### src/rtl/imem_pkg.sv
// imem_pkg: shared types, sizes and signature step for the instruction ROM scrubber.
package imem_pkg;
    localparam int IMEM_ADDR_W = 10;
    localparam int IMEM_DEPTH  = 1024;
    localparam int IMEM_WORD_W = 32;

    typedef enum logic [1:0] {IDLE, SCAN, DONE} scrub_state_t;

    function automatic logic [IMEM_WORD_W-1:0] sig_step(input logic [IMEM_WORD_W-1:0] acc,
                                                        input logic [IMEM_WORD_W-1:0] word);
        return {acc[IMEM_WORD_W-2:0], acc[IMEM_WORD_W-1]} ^ word;
    endfunction
endpackage

### src/rtl/scrub_sig_engine.sv
// scrub_sig_engine: walks the ROM, folds each word into a rotating-XOR signature,
// compares against the golden value and optionally rescans periodically.
module scrub_sig_engine
    import imem_pkg::*;
#(
    parameter int N            = IMEM_WORD_W,
    parameter int ADDR_W       = IMEM_ADDR_W,
    parameter int DEPTH        = IMEM_DEPTH,
    parameter int SCRUB_PERIOD = 0
) (
    input  logic              clk,
    input  logic              reset,
    input  logic              start,
    input  logic              slot,
    input  logic [N-1:0]      mem_q,
    input  logic [N-1:0]      expected_sig,
    output logic [ADDR_W-1:0] pointer,
    output logic              busy,
    output logic              done,
    output logic              error,
    output logic [N-1:0]      sig
);
    scrub_state_t state;
    logic [N-1:0] acc;
    logic [31:0]  timer;
    logic         last;
    logic         go;

    assign busy = state == SCAN;
    assign done = state == DONE;
    assign last = pointer == ADDR_W'(DEPTH - 1);
    // the timer reaching zero in IDLE behaves exactly like an external start
    assign go   = start || (state == IDLE && timer == 32'd1);

    always_ff @(posedge clk) begin
        if (reset) begin
            state   <= IDLE;
            pointer <= '0;
            acc     <= '0;
            timer   <= '0;
            sig     <= '0;
            error   <= 1'b0;
        end else if (state != SCAN && go) begin
            state   <= SCAN;
            pointer <= '0;
            acc     <= '0;
            timer   <= '0;
            error   <= 1'b0;
            if (state == DONE) sig <= acc;
        end else if (state == SCAN) begin
            if (slot) begin
                acc     <= sig_step(acc, mem_q);
                pointer <= last ? pointer : pointer + 1'b1;
                if (last) state <= DONE;
            end
        end else if (state == DONE) begin
            state <= IDLE;
            sig   <= acc;
            error <= error | (acc != expected_sig);
            timer <= 32'(SCRUB_PERIOD);
        end else if (timer != '0) begin
            timer <= timer - 1'b1;
        end
    end
endmodule

### src/rtl/imem_scrub_arbiter.sv
// imem_scrub_arbiter: shares the ROM read port between fetch (priority) and the
// scrub engine, with a starvation counter forcing scrub progress.
module imem_scrub_arbiter
    import imem_pkg::*;
#(
    parameter int N            = IMEM_WORD_W,
    parameter int ADDR_W       = IMEM_ADDR_W,
    parameter int DEPTH        = IMEM_DEPTH,
    parameter int STARVE_LIMIT = 8,
    parameter int SCRUB_PERIOD = 0
) (
    input  logic              clk,
    input  logic              reset,
    input  logic              fetch_req,
    input  logic [ADDR_W-1:0] fetch_addr,
    output logic              fetch_grant,
    output logic [N-1:0]      fetch_data,
    output logic [ADDR_W-1:0] mem_addr,
    input  logic [N-1:0]      mem_q,
    input  logic              scrub_start,
    input  logic [N-1:0]      expected_sig,
    output logic              scrub_busy,
    output logic              scrub_done,
    output logic              scrub_error,
    output logic [N-1:0]      scrub_sig
);
    logic [ADDR_W-1:0] pointer;
    logic [7:0]        starve;
    logic              scrub_slot;

    assign scrub_slot  = scrub_busy && (!fetch_req || starve == 8'(STARVE_LIMIT));
    assign mem_addr    = scrub_slot ? pointer : fetch_addr;
    assign fetch_grant = fetch_req && !scrub_slot;
    assign fetch_data  = mem_q;

    always_ff @(posedge clk) begin
        if (reset || !scrub_busy || scrub_slot) starve <= '0;
        else if (starve != 8'(STARVE_LIMIT)) starve <= starve + 1'b1;
    end

    scrub_sig_engine #(
        .N(N), .ADDR_W(ADDR_W), .DEPTH(DEPTH), .SCRUB_PERIOD(SCRUB_PERIOD)
    ) engine (
        .clk(clk),
        .reset(reset),
        .start(scrub_start),
        .slot(scrub_slot),
        .mem_q(mem_q),
        .expected_sig(expected_sig),
        .pointer(pointer),
        .busy(scrub_busy),
        .done(scrub_done),
        .error(scrub_error),
        .sig(scrub_sig)
    );
endmodule

### config.mk
export PLATFORM = sky130hd
export DESIGN_NAME = imem_scrub_arbiter
export DESIGN_NICKNAME = d
export VERILOG_FILES = /design/src/rtl/imem_pkg.sv /design/src/rtl/scrub_sig_engine.sv /design/src/rtl/imem_scrub_arbiter.sv
export SDC_FILE = /design/constraint.sdc
export NUM_CORES = 1
export LEC_CHECK = 0
export BUFFER_PORTS_ARGS = -buffer_cell sky130_fd_sc_hd__buf_2
export CORE_MARGIN = 2
export CORE_UTILIZATION = 58
export CTS_CLUSTER_DIAMETER = 30
export DETAILED_ROUTE_END_ITERATION = 8
export GPL_TIMING_DRIVEN = 0
export PLACE_DENSITY = 0.86
export SYNTH_ARGS = -nofsm -noshare
export SYNTH_HDL_FRONTEND = slang
export SYNTH_HIERARCHICAL = 1
export SYNTH_SLANG_ARGS = --single-unit
export TNS_END_PERCENT = 10
### constraint.sdc
create_clock -name clk -period 7.48 [get_ports clk]
set_input_delay 0.374 -clock clk [delete_from_list [all_inputs] [get_ports clk]]
set_output_delay 0.374 -clock clk [all_outputs]
set_load 0.1 [all_outputs]
==> metrics, run 1 <==
Worst Tran Pin Value 0.908 ns; final setup vio count 0; grt total ovfl 0; DRC viols 0; Site Rows 37; final hold violations 0; Synth Area in XOR/XNOR 11.2%; Yosys cell types 51; post-synth top area cell dfxtp_1; post-route cell area 7670 um2; EDFF count, synth 0; Longest Clk Path Bufs 2; post-synthesis sequential area ratio 38.0%; Final period util 42.6%; Max Cap Viol 0; Pins Over Slew Limit 0; clk_lat worst skew 0.52 ns; Starting Density 59.7%; CP max stage delay 0.62 ns; core area 10300 um2; hold_buf cts 0; full die area 11500 um2; mux contribution to synthesized area 2.54%; CP endpoint kind flip-flop; pre-CTS setup slack 4.37 ns; Clock transition at path regs 0.05 ns; largest family of logic cells by synthesized area compound AO/OA/AOI/OAI gates; Total Neg Setup Slack 0 ns; placed insts 1022; Final WS setup 4.30 ns; top-count cell post-synth dfxtp_1; Via density 5.82; # diodes 0; area grow syn2layout 24.4%; Crit Path Category flip-flop to flip-flop; layout filler cell count 761; power per cell area 344 nW/um2; Post-Synth Simple-Gate Area 19.2%; Sink Count 117; WL final 17.3 mm; largest net degree at the start of global routing 17; Critical Path RT 7.86 ns; CP Launch Type flip-flop; status completed; vias 6136; yosys warns 6; first-pass GRT wire length 27.3 mm; worst min-delay path category input port to flip-flop; Syn Inst Count 731; Max-slew headroom 38.9%; Synth Area per Inst 8.44 um2; post-route ant nets 0; clock root buffer master clkbuf_8; hpwl dp 12.5 mm; routability congestion estimate 0.918; fin cells 1054; post-synthesis net count 814; CP Cell Sequence or4_1, clkbuf_1, or4_1, clkbuf_1, o31ai_1, buf_2, xor2_1, a21oi_1; RSZ-0062 raised after global routing false; # port buffers 155; Wirelength per Cell 16.4 um; Final #Nets 988; vias in the first global route 5532; DR pass1 iterations 5; most common library cells after synthesis 117 x dfxtp_1, 75 x nand2_1, 74 x a21oi_1; initial drt markers 504; synth top area cells dfxtp_1 38%, xnor2_1 6.1%, a21oi_1 6.0%; CTS tree done; I/O pins 156; Synth Area in Compound Gates 20.0%; Final Skew 0.00598 ns; Synth Cell Area 6170 um2; CTS H-tree depth 4; Synth top area share 38.0%; top_reg_cell synth dfxtp_1; initial antenna violation count 0; minimum clock period 3.18 ns; total CTS buffers 17; placed cell areas 7110 um2; CP Max Fanout 10; Adder-Cell Fraction of Synth Area 1.01%; VDD IR max 0.000350 V; critical path arrival 3.56 ns; die height 107 um; critical path's slowest cell o31ai_1; LEAKAGE 3.11 nW; share of layout cells above drive strength 1 26.3%; postcts setup bufs 0; fmax 314 MHz; Total Power 2.64 mW; Resized cells post-CTS 0; ys async rst share 0%; Die Width 107 um; GRT Overall Usage 29.9%; synthesized flop and latch total 117
worst max-delay path, delay by kind of cell, from the launching register on:
kind | cells | cell delay (ns)
XOR/XNOR | 1 | 0.22
flip-flops | 1 | 0.36
AO/OA/AOI/OAI | 2 | 0.69
AND/OR/NAND/NOR | 2 | 1.05
buffers and inverters | 3 | 0.73
layout by cell type (no fill, tap or decap), drive strengths merged, types with 18 or more instances in the layout:
cell	n
a211oi	43
a21oi	74
a22oi	26
buf	199
clkbuf	61
dfxtp	117
nand2	75
nor2	44
o31ai	18
or3	25
or4	25
xnor2	43
xor2	36
kinds of logic (layout without fill, tap and decap cells):
group | Yosys count | in the layout
simple gates | 231 | 231
fa+ha+maj | 5 | 5
flops | 117 | 117
xor+xnor | 79 | 79
compound gates | 192 | 192
buf+inv | 96 | 283
mux | 11 | 11
layer usage:
metal / vias to the layer above / track usage (%) / share of wire (%)
met5: - / 0 / 0
met4: 0 / 10.8 / 1.9
met3: 31 / 5.29 / 7.4
met2: 307 / 49.1 / 48
met1: 2839 / 39.4 / 43
li1: 2959 / - / -
state kept, by name, summed over array words and instances, names as in the netlist:
register / cells
engine/error: 1
engine/acc: 32
starve: 8
engine/state: 2
engine/pointer: 10
engine/sig: 32
engine/timer: 32
stage by stage:
step / utilization, % / hold WS, ns
floorplan: - / 0.430
global placement: 68.9 / 0.440
detailed placement: 68.9 / 0.446
CTS: 74.2 / 0.119
global route: 74.3 / 0.126
finish: 74.3 / 0.136
area by class of cell:
cell class	count	area, um2	share of cell area [%]
plain buffers	83	449	5.86
clock buffers	22	443	5.77
well taps	136	170	2.22
multi-input cells	518	3330	43.5
repair buffers	155	776	10.1
clock inverters	10	106	1.39
inverters	13	48.8	0.636
flip-flops and latches	117	2340	30.5
worst paths after layout:
| check | start | end | slack [ns] | depth (start not counted) |
|---|---|---|---|---|
| hold reg to reg | engine/sig[29] | engine/sig[29] | 0.45 | 2 |
| setup / recovery | engine/timer[11] | engine/timer[2] | 4.30 | 8 |
| setup reg to reg | engine/timer[11] | engine/timer[2] | 4.30 | 8 |
| hold / removal | scrub_start | engine/state[1] | 0.14 | 2 |
power breakdown:
part	total [mW]	internal, mW	switching (mW)
clock	0.761	0.479	0.282
sequential	0.746	0.687	0.0592
combinational	1.13	0.384	0.748
total	2.64	1.55	1.09
Note: power is estimated with default switching activity, not from simulation.
==> inputs of run 2 (changes only) <==
Settings changed: CORE_UTILIZATION 58 to 48, PLACE_DENSITY 0.86 to 0.76.
Clock period 7.48 ns to 2.65 ns, I/O delays scaled along.
==> run 2 against run 1 <==
Compared with the run above:
- the run now ends with setup timing left
- fmax is 16% higher
- sequential share of layout area fell by 2.1 points
- register-to-register slack got worse by 4.4 ns
- flip-flop and latch count did not move
- final area up 7.7%
- critical path depth decreased by 1
- cell count is 4.6% higher
- critical path type unchanged
- non-clock buffer count is 12 higher
==> metrics, run 2 (synthesis results as in run 1) <==
vias in the first global route 5721; Regs by FF count engine/acc (32), engine/sig (32), engine/timer (32); Total Power 8.64 mW; Critical Path RT 2.99 ns; final hold violations 0; Final Skew 0.00650 ns; core area 12600 um2; first-pass GRT wire length 28.4 mm; CP Launch Type flip-flop; initial drt markers 482; Site Rows 41; CTS H-tree depth 4; DR pass1 iterations 6; share of layout cells above drive strength 1 33.2%; Wirelength per Cell 16.7 um; initial antenna violation count 0; grt total ovfl 0; Longest Clk Path Bufs 2; CP max stage delay 0.53 ns; CTS tree done; # diodes 0; placed cell areas 7170 um2; critical path arrival 3.08 ns; post-route cell area 8260 um2; total CTS buffers 17; clock root buffer master clkbuf_16; GRT Overall Usage 25.6%; hpwl dp 12.6 mm; Sink Count 117; Layout Utilization 65.7%; CP Cell Sequence or4_4, buf_6, or3_4, buf_6, or4_4, or4_4, a22oi_2; Max-slew headroom 41.6%; final setup vio count 6; DRC viols 0; Crit Path Category flip-flop to flip-flop; # port buffers 155; routability congestion estimate 0.891; minimum clock period 2.74 ns; failing checks setup timing; vias 6130; CP endpoint kind flip-flop; die height 117 um; WHS 0.0757 ns; CP Max Fanout 7; Total Neg Setup Slack -0.255 ns; post-route ant nets 0; Starting Density 49.1%; RSZ-0062 raised after global routing true; largest net degree at the start of global routing 17; I/O pins 156; worst min-delay path category input port to flip-flop; Die Width 117 um; Worst Tran Pin Value 0.862 ns; area grow syn2layout 33.9%; full die area 13800 um2; Final WS setup -0.0876 ns; clk_lat worst skew 0.42 ns; status finished, violations left; Final #Nets 1000; power per cell area 1050 nW/um2; Via density 5.56; Clock transition at path regs 0.05 ns; most common cell after layout, fill and taps aside buf_2; most frequent cells in the layout 146 x buf_2, 114 x dfxtp_1, 75 x nand2_1; most frequent CP cell or4_4; VDD IR max 0.000673 V; Final period util 103%; Pins Over Slew Limit 0; fmax 365 MHz; WL final 18.4 mm; critical path's slowest cell or4_4; LEAKAGE 3.36 nW; R2R setup slack -0.09 ns; Max Cap Viol 0
[run 2: changes by cell type in the layout (fill, tap and decap cells not counted), sizes merged]
cell / delta
buf: +12
bufinv: +3
clkbuf: -1
clkinv: -3
clkinvlp: -1
dlygate4sd3: +2
[run 2: critical path: cells and delay by family (launching register included)]
kind	cells	cell delay [ns]
buffers and inverters	2	0.28
AO/OA/AOI/OAI	1	0.15
flip-flops	1	0.36
AND/OR/NAND/NOR	4	1.87
[run 2: metrics by stage]
| stage | std cells | setup slack [ns] |
|---|---|---|
| after CTS | 1095 | -0.0966 |
| after global routing | 1102 | -0.150 |
| after detailed placement | 1058 | -0.478 |
| after global placement | 1058 | -0.530 |
| final | 1102 | -0.0876 |
| after floorplan | 731 | 0.00187 |
[run 2: layout make-up]
type | count | area (um2)
well taps | 172 | 215
multi-input cells | 518 | 3510
clock buffers | 23 | 498
plain buffers | 80 | 509
flip-flops and latches | 117 | 2350
clock inverters | 9 | 170
repair buffers | 170 | 957
inverters | 13 | 51.3
fillers | 1035 | 4310
[run 2: power by group]
part           switching, mW  internal, mW
sequential             0.185          1.94
combinational           2.38          1.56
clock                  0.796          1.79
total                   3.36          5.29
[run 2: metal layers]
metal  GRT usage (%)  up-vias  part of all wire [%]
met1            32.4     2901                    43
met3            7.44       29                   6.7
met5               0        -                     0
met2            41.6      218                    48
li1                -     2982                     -
met4            9.04        0                   2.3
[run 2: worst paths after layout]
check	depth (start not counted)	start	to
setup / recovery	7	engine/timer[2]	engine/timer[17]
hold / removal	3	reset	starve[4]
setup reg to reg	7	engine/timer[2]	engine/timer[17]
hold reg to reg	2	engine/sig[26]	engine/sig[26]
[run 2: repair_timing]
item                                    4_1_cts  5_1_grt
endpoints found under the setup margin       84       84
buffers inserted                              6        6
pin swaps                                     9       13
resized for setup                            45       60
cloned                                        0        1
endpoints found under the hold margin         2        0
hold buffers                                  2        0
